$ cat config.mk
export PLATFORM = sky130hd
export DESIGN_NAME = lbm_sweep_ctrl
export DESIGN_NICKNAME = d
export VERILOG_FILES = /design/src/rtl/lbm_pkg.sv /design/src/rtl/lbm_bank_mux.sv /design/src/rtl/lbm_sweep_ctrl.sv
export SDC_FILE = /design/constraint.sdc
export NUM_CORES = 1
export LEC_CHECK = 0
export CAP_MARGIN = 20
export CORE_AREA = 8 8 692 694
export DETAILED_ROUTE_END_ITERATION = 10
export DIE_AREA = 0 0 700 702
export PLACE_DENSITY = 0.3
export SLEW_MARGIN = 20
export SYNTH_ARGS = -nofsm -noshare
export SYNTH_HDL_FRONTEND = slang
export SYNTH_SLANG_ARGS = --single-unit
$ cat constraint.sdc
create_clock -name Clk -period 25.6 [get_ports Clk]
set_input_delay 3.84 -clock Clk [delete_from_list [all_inputs] [get_ports Clk]]
set_output_delay 3.84 -clock Clk [all_outputs]
set_load 0.01 [all_outputs]
$ cat src/rtl/lbm_pkg.sv
// Shared lattice geometry and sweep FSM state encoding for the D2Q9 sweep controller.
package lbm_pkg;

    localparam int DEPTH         = 16 * 16;
    localparam int ADDRESS_WIDTH = $clog2(DEPTH);
    localparam int Q             = 9;
    localparam int POP_WIDTH     = 32;
    localparam int DATA_WIDTH    = Q * POP_WIDTH;
    localparam int STEP_WIDTH    = 16;

    typedef enum logic [2:0] {
        ST_IDLE,
        ST_READ,
        ST_WAIT,
        ST_PRESENT,
        ST_DRAIN,
        ST_NEXT,
        ST_DONE
    } sweep_state_t;

endpackage

$ cat src/rtl/lbm_bank_mux.sv
// Steers the read port to the source bank and the result write to the destination bank.
// src_sel=0 reads A and writes B; src_sel=1 reads B and writes A. Idle ports park at zero.
module lbm_bank_mux #(
    parameter int ADDRESS_WIDTH = lbm_pkg::ADDRESS_WIDTH,
    parameter int DATA_WIDTH    = lbm_pkg::DATA_WIDTH
) (
    input  logic                     src_sel,
    input  logic                     rd_en,
    input  logic [ADDRESS_WIDTH-1:0] rd_address,
    output logic [DATA_WIDTH-1:0]    rd_data,
    input  logic                     wr_en,
    input  logic [ADDRESS_WIDTH-1:0] wr_address,
    input  logic [DATA_WIDTH-1:0]    wr_data,
    output logic [ADDRESS_WIDTH-1:0] a_address,
    output logic                     a_WE,
    output logic [DATA_WIDTH-1:0]    a_data_in,
    input  logic [DATA_WIDTH-1:0]    a_data_out,
    output logic [ADDRESS_WIDTH-1:0] b_address,
    output logic                     b_WE,
    output logic [DATA_WIDTH-1:0]    b_data_in,
    input  logic [DATA_WIDTH-1:0]    b_data_out
);

    // Route read/write traffic to the bank each one targets this step.
    always_comb begin
        a_address = '0;
        a_WE      = 1'b0;
        a_data_in = '0;
        b_address = '0;
        b_WE      = 1'b0;
        b_data_in = '0;
        rd_data   = src_sel ? b_data_out : a_data_out;
        if (!src_sel) begin
            a_address = rd_en ? rd_address : '0;
            b_address = wr_en ? wr_address : '0;
            b_WE      = wr_en;
            b_data_in = wr_en ? wr_data : '0;
        end else begin
            b_address = rd_en ? rd_address : '0;
            a_address = wr_en ? wr_address : '0;
            a_WE      = wr_en;
            a_data_in = wr_en ? wr_data : '0;
        end
    end

endmodule

$ cat src/rtl/lbm_sweep_ctrl.sv
// D2Q9 time-step sequencer: sweeps every cell of the source bank into the PE,
// writes PE results into the destination bank, and swaps banks between steps.
module lbm_sweep_ctrl
    import lbm_pkg::*;
#(
    parameter int DEPTH         = lbm_pkg::DEPTH,
    parameter int ADDRESS_WIDTH = $clog2(DEPTH),
    parameter int DATA_WIDTH    = lbm_pkg::DATA_WIDTH,
    parameter int STEP_WIDTH    = lbm_pkg::STEP_WIDTH
) (
    input  logic                     Clk,
    input  logic                     Reset,
    input  logic                     start,
    input  logic [STEP_WIDTH-1:0]    num_steps,
    output logic                     busy,
    output logic                     done,
    output logic [STEP_WIDTH-1:0]    step_count,
    output logic                     result_bank,
    output logic [ADDRESS_WIDTH-1:0] a_address,
    output logic                     a_WE,
    output logic [DATA_WIDTH-1:0]    a_data_in,
    input  logic [DATA_WIDTH-1:0]    a_data_out,
    output logic [ADDRESS_WIDTH-1:0] b_address,
    output logic                     b_WE,
    output logic [DATA_WIDTH-1:0]    b_data_in,
    input  logic [DATA_WIDTH-1:0]    b_data_out,
    output logic                     pe_in_valid,
    input  logic                     pe_in_ready,
    output logic [DATA_WIDTH-1:0]    pe_in_data,
    output logic [ADDRESS_WIDTH-1:0] pe_in_address,
    input  logic                     pe_out_valid,
    output logic                     pe_out_ready,
    input  logic [DATA_WIDTH-1:0]    pe_out_data,
    input  logic [ADDRESS_WIDTH-1:0] pe_out_address
);

    localparam logic [ADDRESS_WIDTH-1:0] LAST_CELL = ADDRESS_WIDTH'(DEPTH - 1);
    localparam logic [STEP_WIDTH-1:0]    STEP_ONE  = STEP_WIDTH'(1);
    localparam logic [ADDRESS_WIDTH:0]   OUT_ONE   = (ADDRESS_WIDTH + 1)'(1);

    sweep_state_t                 state_q, state_d;
    logic [ADDRESS_WIDTH-1:0]     cell_q, cell_d;
    logic [STEP_WIDTH-1:0]        step_count_q, step_count_d;
    logic [STEP_WIDTH-1:0]        num_steps_q, num_steps_d;
    logic                         result_bank_q, result_bank_d;
    logic [ADDRESS_WIDTH:0]       outstanding_q, outstanding_d;
    logic [DATA_WIDTH-1:0]        pe_data_q, pe_data_d;

    logic                         active;
    logic                         issue;
    logic                         retire_ok;
    logic                         retire;
    logic                         rd_en;
    logic                         wr_en;
    logic [DATA_WIDTH-1:0]        rd_data;

    // Even steps read A and write B; odd steps the reverse.
    lbm_bank_mux #(
        .ADDRESS_WIDTH (ADDRESS_WIDTH),
        .DATA_WIDTH    (DATA_WIDTH)
    ) u_bank_mux (
        .src_sel    (step_count_q[0]),
        .rd_en      (rd_en),
        .rd_address (cell_q),
        .rd_data    (rd_data),
        .wr_en      (wr_en),
        .wr_address (pe_out_address),
        .wr_data    (pe_out_data),
        .a_address  (a_address),
        .a_WE       (a_WE),
        .a_data_in  (a_data_in),
        .a_data_out (a_data_out),
        .b_address  (b_address),
        .b_WE       (b_WE),
        .b_data_in  (b_data_in),
        .b_data_out (b_data_out)
    );

    // Next-state, counters and handshakes for the sweep.
    always_comb begin
        state_d       = state_q;
        cell_d        = cell_q;
        step_count_d  = step_count_q;
        num_steps_d   = num_steps_q;
        result_bank_d = result_bank_q;
        outstanding_d = outstanding_q;
        pe_data_d     = pe_data_q;
        rd_en         = 1'b0;
        pe_in_valid   = 1'b0;

        active = (state_q == ST_READ) || (state_q == ST_WAIT) ||
                 (state_q == ST_PRESENT) || (state_q == ST_DRAIN);
        pe_out_ready = active;
        issue        = (state_q == ST_PRESENT) && pe_in_ready;
        // A zero-latency PE may retire the vector being issued this very cycle.
        retire_ok    = (outstanding_q != '0) || issue;
        retire       = active && pe_out_valid && retire_ok;
        // Reset kills the write in the same cycle so an aborted step never lands one more word.
        wr_en        = retire && !Reset;

        case ({issue, retire})
            2'b10:   outstanding_d = outstanding_q + OUT_ONE;
            2'b01:   outstanding_d = outstanding_q - OUT_ONE;
            default: outstanding_d = outstanding_q;
        endcase

        case (state_q)
            ST_IDLE: begin
                if (start) begin
                    num_steps_d  = num_steps;
                    step_count_d = '0;
                    cell_d       = '0;
                    state_d      = (num_steps == '0) ? ST_DONE : ST_READ;
                end
            end
            ST_READ: begin
                rd_en   = 1'b1;
                state_d = ST_WAIT;
            end
            ST_WAIT: begin
                rd_en     = 1'b1;
                pe_data_d = rd_data;
                state_d   = ST_PRESENT;
            end
            ST_PRESENT: begin
                rd_en       = 1'b1;
                pe_in_valid = 1'b1;
                if (pe_in_ready) begin
                    if (cell_q == LAST_CELL) begin
                        state_d = ST_DRAIN;
                    end else begin
                        cell_d  = cell_q + 1'b1;
                        state_d = ST_READ;
                    end
                end
            end
            ST_DRAIN: begin
                if (outstanding_q == '0) begin
                    state_d = ST_NEXT;
                end
            end
            ST_NEXT: begin
                step_count_d  = step_count_q + STEP_ONE;
                result_bank_d = ~step_count_q[0];
                if ((step_count_q + STEP_ONE) == num_steps_q) begin
                    state_d = ST_DONE;
                end else begin
                    cell_d  = '0;
                    state_d = ST_READ;
                end
            end
            ST_DONE: begin
                state_d = ST_IDLE;
            end
            default: begin
                state_d = ST_IDLE;
            end
        endcase
    end

    // Control state; reset aborts any run in progress.
    always_ff @(posedge Clk) begin
        if (Reset) begin
            state_q       <= ST_IDLE;
            cell_q        <= '0;
            step_count_q  <= '0;
            num_steps_q   <= '0;
            result_bank_q <= 1'b0;
            outstanding_q <= '0;
        end else begin
            state_q       <= state_d;
            cell_q        <= cell_d;
            step_count_q  <= step_count_d;
            num_steps_q   <= num_steps_d;
            result_bank_q <= result_bank_d;
            outstanding_q <= outstanding_d;
        end
    end

    // Cell vector captured from the RAM so it stays put while the PE stalls.
    always_ff @(posedge Clk) begin
        pe_data_q <= pe_data_d;
    end

    assign busy          = (state_q != ST_IDLE) && (state_q != ST_DONE);
    assign done          = (state_q == ST_DONE);
    assign step_count    = step_count_q;
    assign result_bank   = result_bank_q;
    assign pe_in_data    = pe_data_q;
    assign pe_in_address = cell_q;

    // A result with nothing in flight means the PE is misbehaving; the write is dropped.
    a_no_orphan_result: assert property (@(posedge Clk) disable iff (Reset)
        !(active && pe_out_valid && !retire_ok));

endmodule

==> out/qor.csv <==
metric,value,unit
cell taking the most area after synthesis,edfxtp_1,
syn nets,2639,
DR WL/cell,39.1,microns
clk sink count,341,
worst reg-to-reg path cell count,13,
Cells after Synth,1735,
total chip power,1.83,mW
Max Cap Violations,0,
status,finished clean,
core footprint,0.469,sq mm
root buffer cell,clkbuf_16,
most frequent cells in the layout,"clkdlybuf4s50_1, and2_1, mux2_2, edfxtp_1, nand2_1",
CP Class,in -> out,
worst slack at placement,13.53,ns
worst-case clock buffer depth,3,
LEAKAGE,14.3,nW
final hold slack,0.478,ns
initial core utilization,0.0413,
Post-CTS Setup Bufs,0,
Hold Path Stages,2,
Rel. slew slack,0.290,
Post-CTS Resized,0,
Iter 0 DRT Violations,1589,
hold_buf cts,0,
number of global-route vias before repair,23700,
Synth top area share,0.447,
final hold violation count,0,
final WL,384000,microns
Via density,2.43,
startpoint types,primary input,
area grow syn2layout,142,%
Clock Latency Late Sink,0.73,ns
CP arrival,8.26,ns
fin area,0.0468,sq mm
DP HPWL,356000,microns
global-route wire length before repair,437000,microns
Worst Hold Class,reg -> reg,
setup tns final,0,ns
initial antenna violation count,406,
"top cells by area, synth","edfxtp_1, and2_1, mux2_2",
number of synthesized flops with an enable pin,288,
pwr/cell area,39.0,mW/mm^2
layout cell share with drive strength beyond 1,0.119,
Mapped Area,0.0194,sq mm
row count,252,
Layout Nets,4400,
placed cells,9665,
Util after Layout,0.0998,
fillcell total,54200,
Placement Cell Area,0.0449,sq mm
First-pass DRT Iterations,5,
H-tree depth,2,
ys flop type,edfxtp_1,
Die Y,702,microns
largest net degree at the start of global routing,103,
DRC,0,
Setup Viol. Count Final,0,
GP Congestion,0.927,
actual slew at the worst max-slew pin,1.06,ns
Setup WS post-layout,13.50,ns
sequential-to-total area share from yosys stat,0.502,
RSZ-0062 raised after global routing,false,
GRT Overall Usage,0.149,
"commonest non-fill, non-tap cell in the layout",clkdlybuf4s50_1,
skew final,0.0809,ns
maximum clock frequency,0.0827,GHz
Post-synth ARST share,0,
total global routing overflow,0,
YS warnings,0,
Die X,700,microns
period utilisation layout,0.473,
internal reg-to-reg setup slack,20.82,ns
CP max FO,102,
CTS Buf Count,50,
#FFs+latches synth,341,
Ports,1804,
Post-Syn Area per Cell,11.2,sq um
via count,23800,
"Req. time, crit path",21.76,ns
die area,0.491,sq mm
clock period minus worst slack,12.10,ns
Clock transition at path regs,0.06,ns
fin cells,9823,
TritonCTS clock tree,done,
Port Buffers,1803,
worst vdd ir,0.0539,mV
Antenna Violating Nets Remaining,0,
Synth cell types,54,
crit end category,output pin,
"Slew Viols, Final",0,
[synth_stat cells (2+ instances only)]
cell,number
o21ai_0,37
xor2_1,7
nand4_1,6
or4_1,4
or3_1,4
o21bai_1,3
nor3b_1,5
nor2b_1,4
nand3b_1,5
nor4_2,3
and2_1,578
nor2_1,51
edfxtp_1,288
a21oi_1,56
o211ai_1,2
mux2i_1,4
nand2_1,66
nand3_1,34
buf_1,9
buf_2,5
nor4_1,10
xnor2_1,23
buf_4,4
a22oi_1,3
nor3_1,18
dfxtp_1,53
a21o_1,3
inv_1,9
o31ai_1,3
a31oi_1,3
clkbuf_1,108
and3_1,7
ha_1,10
mux2_2,290
[final timing paths]
check / end / from
max: a_data_in[36] / pe_out_valid
min: num_steps_q[0] / num_steps_q[0]
max reg2reg: outstanding_q[8] / state_q[1]
min reg2reg: num_steps_q[0] / num_steps_q[0]
[critical path, stage by stage]
cell             delay [ns]
clkdlybuf4s50_1        0.65
nand2_1                0.26
nor4_4                 0.33
buf_4                  0.72
buf_4                  0.73
buf_4                  0.66
and2_1                 0.24
clkdlybuf4s50_1        0.56
[layout make-up]
cell class | count | area [sq um] | area share
Clock inverter | 25 | 248 | 0.00530
Sequential cell | 341 | 9710 | 0.208
Multi-Input combinational cell | 1259 | 9150 | 0.196
Timing Repair Buffer | 1835 | 18300 | 0.391
Inverter | 9 | 33.8 | 0.000722
Tap cell | 6223 | 7790 | 0.167
Antenna cell | 65 | 163 | 0.00348
Clock buffer | 66 | 1380 | 0.0296
[layer usage]
metal / track usage / up-vias / part of all wire / wire length [microns]
met5: 0 / - / 0.0033 / 1260
met4: 0.0354 / 184 / 0.033 / 12700
met3: 0.0751 / 741 / 0.11 / 43800
met2: 0.286 / 1879 / 0.53 / 204000
met1: 0.139 / 11400 / 0.32 / 122000
li1: - / 9652 / - / -
[where the power goes]
part	internal [mW]	switching [mW]
clock	0.405	0.338
sequential	0.645	0.0141
combinational	0.196	0.228
[logic make-up after synthesis]
logic type | after synthesis | share of synthesized area
multiplexers | 294 | 0.171
AO/OA/AOI/OAI | 122 | 0.0359
buffers and inverters | 135 | 0.0273
XOR/XNOR | 30 | 0.0136
adder cells (fa/ha/maj) | 11 | 0.00750
AND/OR/NAND/NOR | 802 | 0.243
flip-flops | 341 | 0.502
[flip-flops by register name, indices dropped and copies added, names as in the netlist]
register,cells
pe_in_data,288
num_steps_q,16
step_count,16
outstanding_q,9
pe_in_address,8
state_q,3
result_bank,1
No activity file was read; power rests on OpenSTA's default activity.
